--- config.mk ---
export PLATFORM = sky130hd
export DESIGN_NAME = uart_mmio_ctrl
export DESIGN_NICKNAME = d
export VERILOG_FILES = /design/src/rtl/uart_mmio_ctrl.sv
export SDC_FILE = /design/constraint.sdc
export NUM_CORES = 1
export LEC_CHECK = 0
export CORE_AREA = 2 2 130 132
export CTS_CLUSTER_DIAMETER = 150
export DETAILED_ROUTE_END_ITERATION = 12
export DIE_AREA = 0 0 132 134
export PLACE_DENSITY = 0.74
export SYNTH_ARGS = -nofsm -noshare
export SYNTH_HDL_FRONTEND = slang
export SYNTH_SLANG_ARGS = --single-unit
--- constraint.sdc ---
create_clock -name clk -period 6.8 [get_ports clk]
set_input_delay 1.36 -clock clk [delete_from_list [all_inputs] [get_ports clk]]
set_output_delay 1.36 -clock clk [all_outputs]
set_load 0.05 [all_outputs]
--- src/rtl/uart_mmio_ctrl.sv ---
// MMIO front end for the UART: decodes the 16-byte register window and
// buffers bytes in RX/TX FIFOs so polling software and back-to-back stores lose nothing.

module uart_mmio_fifo #(
  parameter int DEPTH = 8,
  localparam int AW = $clog2(DEPTH),
  localparam int CW = AW + 1
) (
  input  logic          clk,
  input  logic          rst,
  input  logic          push,
  input  logic          pop,
  input  logic [7:0]    wdata,
  output logic [7:0]    head,
  output logic [CW-1:0] count,
  output logic          full,
  output logic          empty
);
  localparam logic [CW-1:0] FULL_C = CW'(DEPTH);
  localparam logic [CW-1:0] ONE_C  = CW'(1);
  localparam logic [AW-1:0] STEP_P = AW'(1);

  logic [7:0]    mem [DEPTH];
  logic [AW-1:0] wptr;
  logic [AW-1:0] rptr;

  assign head  = mem[rptr];
  assign full  = (count == FULL_C);
  assign empty = (count == '0);

  // Callers gate push/pop against full/empty; pointers wrap naturally at DEPTH.
  always_ff @(posedge clk or negedge rst) begin
    if (!rst) begin
      wptr  <= '0;
      rptr  <= '0;
      count <= '0;
      for (int i = 0; i < DEPTH; i++) mem[i] <= 8'h00;
    end else begin
      if (push) begin
        mem[wptr] <= wdata;
        wptr      <= wptr + STEP_P;
      end
      if (pop) rptr <= rptr + STEP_P;
      case ({push, pop})
        2'b10:   count <= count + ONE_C;
        2'b01:   count <= count - ONE_C;
        default: count <= count;
      endcase
    end
  end
endmodule

module uart_mmio_ctrl #(
  parameter int          DEPTH     = 8,
  parameter logic [31:0] BASE_ADDR = 32'h8000_0000,
  localparam int CW = $clog2(DEPTH) + 1
) (
  input  logic        clk,
  input  logic        rst,
  input  logic [31:0] mmio_addr,
  input  logic [31:0] mmio_wdata,
  input  logic        mmio_we,
  input  logic        mmio_re,
  output logic [31:0] mmio_rdata,
  output logic [7:0]  uart_tx_data,
  output logic        uart_tx_valid,
  input  logic        uart_tx_ready,
  input  logic [7:0]  uart_rx_data,
  input  logic        uart_rx_valid,
  output logic        uart_rx_ready
);
  localparam logic [31:0] ADDR_STAT = BASE_ADDR;
  localparam logic [31:0] ADDR_RX   = BASE_ADDR + 32'h4;
  localparam logic [31:0] ADDR_TX   = BASE_ADDR + 32'h8;
  localparam logic [31:0] ADDR_ERR  = BASE_ADDR + 32'hC;

  logic sel_stat, sel_rx, sel_tx, sel_err;
  logic do_wr, do_rd;

  logic [7:0]    rx_head, tx_head;
  logic [CW-1:0] rx_count, tx_count;
  logic          rx_full, rx_empty, tx_full, tx_empty;
  logic          rx_push, rx_pop, tx_push, tx_pop;

  logic          rx_underflow, tx_overflow;
  logic          set_unf, set_ovf, clr_unf, clr_ovf;
  logic [31:0]   status_word;
  logic [31:0]   read_word;
  logic          unused_wdata;

  assign unused_wdata = ^mmio_wdata[31:8];

  assign sel_stat = (mmio_addr == ADDR_STAT);
  assign sel_rx   = (mmio_addr == ADDR_RX);
  assign sel_tx   = (mmio_addr == ADDR_TX);
  assign sel_err  = (mmio_addr == ADDR_ERR);

  // A store wins over a load in the same cycle: the load is dropped entirely.
  assign do_wr = mmio_we;
  assign do_rd = mmio_re & ~mmio_we;

  // Both UART links use valid/ready: a byte moves on a rising edge where
  // valid and ready are both high; valid holds its byte stable until then,
  // and ready depends only on FIFO occupancy, never on valid.
  assign uart_rx_ready = rst & ~rx_full;
  assign rx_push       = uart_rx_valid & uart_rx_ready;
  assign rx_pop        = do_rd & sel_rx & ~rx_empty;

  assign uart_tx_valid = ~tx_empty;
  assign uart_tx_data  = tx_head;
  assign tx_pop        = uart_tx_valid & uart_tx_ready;
  // A full TX FIFO still takes a store when the UART drains a byte that same edge.
  assign tx_push       = do_wr & sel_tx & (~tx_full | tx_pop);

  uart_mmio_fifo #(.DEPTH(DEPTH)) u_rx_fifo (
    .clk   (clk),
    .rst   (rst),
    .push  (rx_push),
    .pop   (rx_pop),
    .wdata (uart_rx_data),
    .head  (rx_head),
    .count (rx_count),
    .full  (rx_full),
    .empty (rx_empty)
  );

  uart_mmio_fifo #(.DEPTH(DEPTH)) u_tx_fifo (
    .clk   (clk),
    .rst   (rst),
    .push  (tx_push),
    .pop   (tx_pop),
    .wdata (mmio_wdata[7:0]),
    .head  (tx_head),
    .count (tx_count),
    .full  (tx_full),
    .empty (tx_empty)
  );

  assign set_unf = do_rd & sel_rx & rx_empty;
  assign set_ovf = do_wr & sel_tx & tx_full & ~tx_pop;
  assign clr_unf = do_wr & sel_err & mmio_wdata[0];
  assign clr_ovf = do_wr & sel_err & mmio_wdata[1];

  // Set beats clear so an error raised during a clear is never lost.
  always_ff @(posedge clk or negedge rst) begin
    if (!rst) begin
      rx_underflow <= 1'b0;
      tx_overflow  <= 1'b0;
    end else begin
      rx_underflow <= set_unf | (rx_underflow & ~clr_unf);
      tx_overflow  <= set_ovf | (tx_overflow & ~clr_ovf);
    end
  end

  assign status_word = {8'h00, 8'(tx_count), 8'(rx_count), 6'b0, ~rx_empty, ~tx_full};

  always_comb begin
    read_word = 32'h0;
    if (sel_stat)     read_word = status_word;
    else if (sel_rx)  read_word = rx_empty ? 32'h0 : {24'h0, rx_head};
    else if (sel_err) read_word = {30'h0, tx_overflow, rx_underflow};
  end

  // Read data is captured from pre-edge state and held until the next load.
  always_ff @(posedge clk or negedge rst) begin
    if (!rst) begin
      mmio_rdata <= 32'h0;
    end else if (mmio_re) begin
      mmio_rdata <= do_rd ? read_word : 32'h0;
    end
  end
endmodule

==> results of run 1 <==
[flip-flops by register name, indices dropped and copies added, names as in the netlist, 4 cells and up]
signal / cells
u_tx_fifo.count: 4
u_rx_fifo.count: 4
mmio_rdata: 16
u_rx_fifo.mem: 64
u_tx_fifo.mem: 64
[per-layer routing]
| layer | routed length, um | vias up | track usage [%] |
|---|---|---|---|
| met4 | 340 | 0 | 7.97 |
| li1 | - | 2200 | - |
| met2 | 9080 | 93 | 35.6 |
| met3 | 499 | 24 | 4.08 |
| met1 | 7140 | 2557 | 25.3 |
| met5 | 0 | - | 0 |
[area by class of cell]
type                    count  area share (%)
clock buffers              17            4.47
clock inverters            15            1.50
inverters                   6           0.237
multi-input cells         351            38.8
flip-flops and latches    166            43.6
well taps                 220            2.89
repair buffers             81            8.48
[placed cells by master, fill, tap and decap left out, drive strengths merged, types with 7 or more instances in the layout]
master         count
a22o               8
clkbuf            17
clkdlybuf4s50     78
conb              16
dfrtp            166
ha                10
inv               14
mux2             144
mux4              32
nand2              7
nand2b             7
nor2              14
nor4              17
xnor2              9
xor2               8
[cells by family after synthesis]
group | after synthesis | synth area share (%)
multiplexers | 182 | 30.0
AND/OR/NAND/NOR | 87 | 8.23
adder cells (fa/ha/maj) | 10 | 1.56
XOR/XNOR | 17 | 1.86
other | 1 | 0.0468
AO/OA/AOI/OAI | 39 | 3.65
flip-flops | 166 | 51.8
buffers and inverters | 43 | 2.87
[how the worst min path moves through the flow]
| stage | endpoint | startpoint |
|---|---|---|
| global placement | u_tx_fifo.mem[57] | u_tx_fifo.mem[57] |
| finish | mmio_rdata[7] | mmio_rdata[7] |
| CTS | mmio_rdata[7] | mmio_rdata[7] |
| global route | mmio_rdata[2] | mmio_rdata[2] |
| floorplan | u_tx_fifo.mem[50] | u_tx_fifo.mem[50] |
| detailed placement | mmio_rdata[5] | mmio_rdata[5] |
[power breakdown]
group,internal (uW),leakage [uW],switching (uW),total (uW)
Clock,512,0.000276,418,930
Sequential,1200,0.00220,167,1370
Combinational,332,0.00175,219,551
[through the flow]
| stage | total power [uW] | cells | setup WS, ns | instance area [sq um] | hold slack (ns) |
|---|---|---|---|---|---|
| after global routing | 2990 | 856 | 2.08 | 9520 | 0.506 |
| after floorplan | 1760 | 560 | 3.04 | 8070 | 0.453 |
| final | 2850 | 856 | 2.27 | 9520 | 0.493 |
| after global placement | 1880 | 824 | 2.15 | 8950 | 0.464 |
| after detailed placement | 1940 | 824 | 2.08 | 8950 | 0.473 |
| after CTS | 2870 | 856 | 2.17 | 9520 | 0.497 |
==> impl_metrics.ini, run 1 <==
[worst_setup_path]
crit_slowest_cell = dfrtp_1
cp.depth = 3
r2r-start = u_tx_fifo.count[1]
r2r_cells = 10
required_ns = 5.44
path_max_fanout = 18
cpPeakStageDelay_ns = 1.12
rrSetupSlack_ns = 3.76
crit_path_end = uart_tx_data[1]
endpoint_kind = output port
r2r-end = u_tx_fifo.count[2]
cp_top_family = flip-flops
worstPathArrival_ns = 3.17
path_buf_inv = 1
criticalPathCategory = register to output port
critPathLaunchType = register
cp_cell_sequence = mux4_2, mux2_2, clkdlybuf4s50_1
startpoint = u_tx_fifo.rptr[0]

[power]
powerDensity_nw_per_um2 = 299
ir_drop_uv = 236
cellLeakagePower_uw = 0.00423

[global_route]
grt_pass1_wl_um = 27900
antenna_found_initial = 0
grt_pass1_vias = 5260
grt_overflow_total = 0
grt_max_degree = 91
grtUsageTotal_pct = 20.4

[floorplan]
coreArea_sq_um = 16300
die_h_um = 134
dieWidth_um = 132
num_rows = 47
die-area_sq_um = 17700
pin_count = 120
start_util_pct = 49.2

[route]
wl_per_cell_um = 19.9
viasPerCell = 5.69
drtIter0Drc = 268
routed_wl_um = 17100
routed-via-count = 4874
drt-pass1-iter-count = 4
ant_nets = 0
drc = 0

[finish]
multiInputGateArea_sq_um = 3690
utilization_pct = 58.4
layout-drive-gt1-share_pct = 35.1
fin_nets = 711
n_antenna_cell = 0
area_delta_synth_final_pct = 18.8
fill_cells = 1297
seq_area_sq_um = 4150

[logic_synthesis]
synth_top_area_cell = dfrtp_1
ys_ff_latch = 166
synth_top_area_share_pct = 51.8
synth_edf_count = 0
ys_types = 48
async_reset_ff_share_pct = 100
netlist_area_sq_um = 8020
synth_warnings = 0
synth_common_cells = dfrtp_1 (166), mux2_2 (141), mux4_2 (32)
yosysMostFrequentCell = dfrtp_1
syn_area_per_cell_sq_um = 14.7
yosysSeqAreaShare_pct = 51.8
synth_top_flop_cell = dfrtp_1
synth_area_leaders = dfrtp_1 (52%), mux2_2 (20%), mux4_2 (9.0%), nor4_4 (2.1%), ha_1 (1.6%)
syn_inst = 545

[clocking]
cts_inserted_buffers = 17
clockBufferDepth = 2
path_clk_slew_ns = 0.07
cts_setup_buffers = 0
clock-root-buffer = clkbuf_16
insertion_delay_ns = 0.43
cts_sinks = 166
cts_max_level = 4
cts_tree = built
cts-resized-gates = 0
hold_buffers = 0

[sta]
fin_crit_ns = 4.53
grt_setup_unrepaired = no
fmax_mhz = 221
fin_tns_setup_ns = 0
fin_skew_ns = 0.00823
worstMarginPinSlew_ns = 1.17
setup_viol = 0
hold_violations = 0
relSlewSlack_pct = 22.0
finalMaxSlewViolations = 0
fin_crit_sh_pct = 66.6

[run]
drv_cap = 0

[placed_design]
dp_hpwl_um = 11400
numPortBuffers = 79
gp_congestion = 0.766

[min_path]
min_path_cells = 1
min_path_type = register to register

[run_status]
status = finished clean
(Power assumes the default switching activity.)
==> run 2: changes to the inputs <==
- clock period: 6.8 -> 4.7 ns (I/O delays scaled with it)
==> impl_metrics.ini, run 2 (same netlist as run 1, synthesis figures left out) <==
[sta]
finalMaxSlewViolations = 0
worstMarginPinSlew_ns = 1.01
fmax_mhz = 259
relSlewSlack_pct = 32.9
hold_violations = 0
fin_tns_setup_ns = 0
fin_crit_ns = 3.87
setup_viol = 0
grt_setup_unrepaired = no
fin_skew_ns = 0.00657
fin_crit_sh_pct = 82.3

[floorplan]
pin_count = 120
start_util_pct = 49.2
die-area_sq_um = 17700
coreArea_sq_um = 16300
num_rows = 47
dieWidth_um = 132
die_h_um = 134

[route]
viasPerCell = 5.63
ant_nets = 0
wl_per_cell_um = 19.3
drc = 0
routed_wl_um = 16900
drtIter0Drc = 300
drt-pass1-iter-count = 4
routed-via-count = 4902

[global_route]
grt_use_met1_pct = 24.8
grt_use_met3_pct = 4.84
use_met2_pct = 35.7
grt_pass1_wl_um = 27800
grt_busiest_layer = met2
grt_max_degree = 78
grtUsageTotal_pct = 20.3
grt_overflow_total = 0
grt_pass1_vias = 5308
antenna_found_initial = 0

[clocking]
cts-resized-gates = 0
cts_inserted_buffers = 17
path_clk_slew_ns = 0.06
cts_sinks = 166
hold_buffers = 0
clock-root-buffer = clkbuf_16
cts_tree = built
clockBufferDepth = 2
cts_setup_buffers = 0
insertion_delay_ns = 0.42
cts_max_level = 4

[finish]
n_antenna_cell = 0
multiInputGateArea_sq_um = 3690
mostFrequentLayoutCells = dfrtp_1 (166), mux2_2 (141), clkdlybuf4s50_1 (78), mux4_2 (32)
fill_cells = 1255
layout_commonest_cell = dfrtp_1
top_regs = u_rx_fifo.mem (64), u_tx_fifo.mem (64), mmio_rdata (16)
seq_area_sq_um = 4150
final_area_sq_um = 9620
layout-drive-gt1-share_pct = 36.3
area_delta_synth_final_pct = 20.0
fin_nets = 726

[run]
drv_cap = 0

[worst_setup_path]
worstPathArrival_ns = 2.93
required_ns = 3.76
critPathLaunchType = register
criticalPathCategory = register to output port
rrSetupSlack_ns = 1.75
path_max_fanout = 12
r2r_cells = 10
endpoint_kind = output port

[power]
cellLeakagePower_uw = 0.00430
ir_drop_uv = 350
powerDensity_nw_per_um2 = 424

[placed_design]
dpl_cell_area_sq_um = 9060
dp_hpwl_um = 11800
numPortBuffers = 79
gp_congestion = 0.792

[min_path]
min_path_type = input port to asynchronous set/reset pin

[run_status]
status = finished clean
run 2: cell type report:
class	instances	share of cell area [%]
Tap cell	220	2.86
Clock buffer	20	4.75
Sequential cell	166	43.2
Inverter	6	0.234
Multi-Input combinational cell	351	38.3
Clock inverter	12	1.08
Timing Repair Buffer	96	9.56
run 2: worst max-delay path: stages (launching register included):
cell,delay (ns)
dfrtp_1,0.60
buf_4,0.35
mux4_2,0.54
mux2_2,0.29
clkdlybuf4s50_1,0.71
run 2: final timing paths:
kind | from | endpoint
worst max-delay path | u_tx_fifo.rptr[0] | uart_tx_data[3]
worst min-delay path | rst | mmio_rdata[1]
worst max register to register | u_tx_fifo.count[1] | u_tx_fifo.count[2]
worst min register to register | u_tx_fifo.mem[54] | u_tx_fifo.mem[54]
max in group asynchronous | rst | u_rx_fifo.mem[2]
min in group clk | u_tx_fifo.mem[54] | u_tx_fifo.mem[54]
run 2: where the power goes:
part           internal [uW]  switching, uW
Clock                    754            553
Combinational            486            337
Sequential              1740            213
Total                   2980           1100
run 2: stage by stage:
stage	cells	worst slack [ns]	power (uW)	util [%]	hold WS, ns
final	871	0.834	4080	59.1	0.362
after global routing	871	0.693	4290	59.1	0.364
after CTS	871	0.761	4120	59.1	0.351
after detailed placement	839	0.638	2810	55.6	0.474
after global placement	839	0.664	2730	55.6	0.463
after floorplan	560	1.36	2550	-	0.453
run 2: routing by layer:
layer,vias up,part of all wire (%)
met5,-,0
met4,0,1.8
met3,23,3.4
met2,95,52
met1,2556,42
li1,2228,-
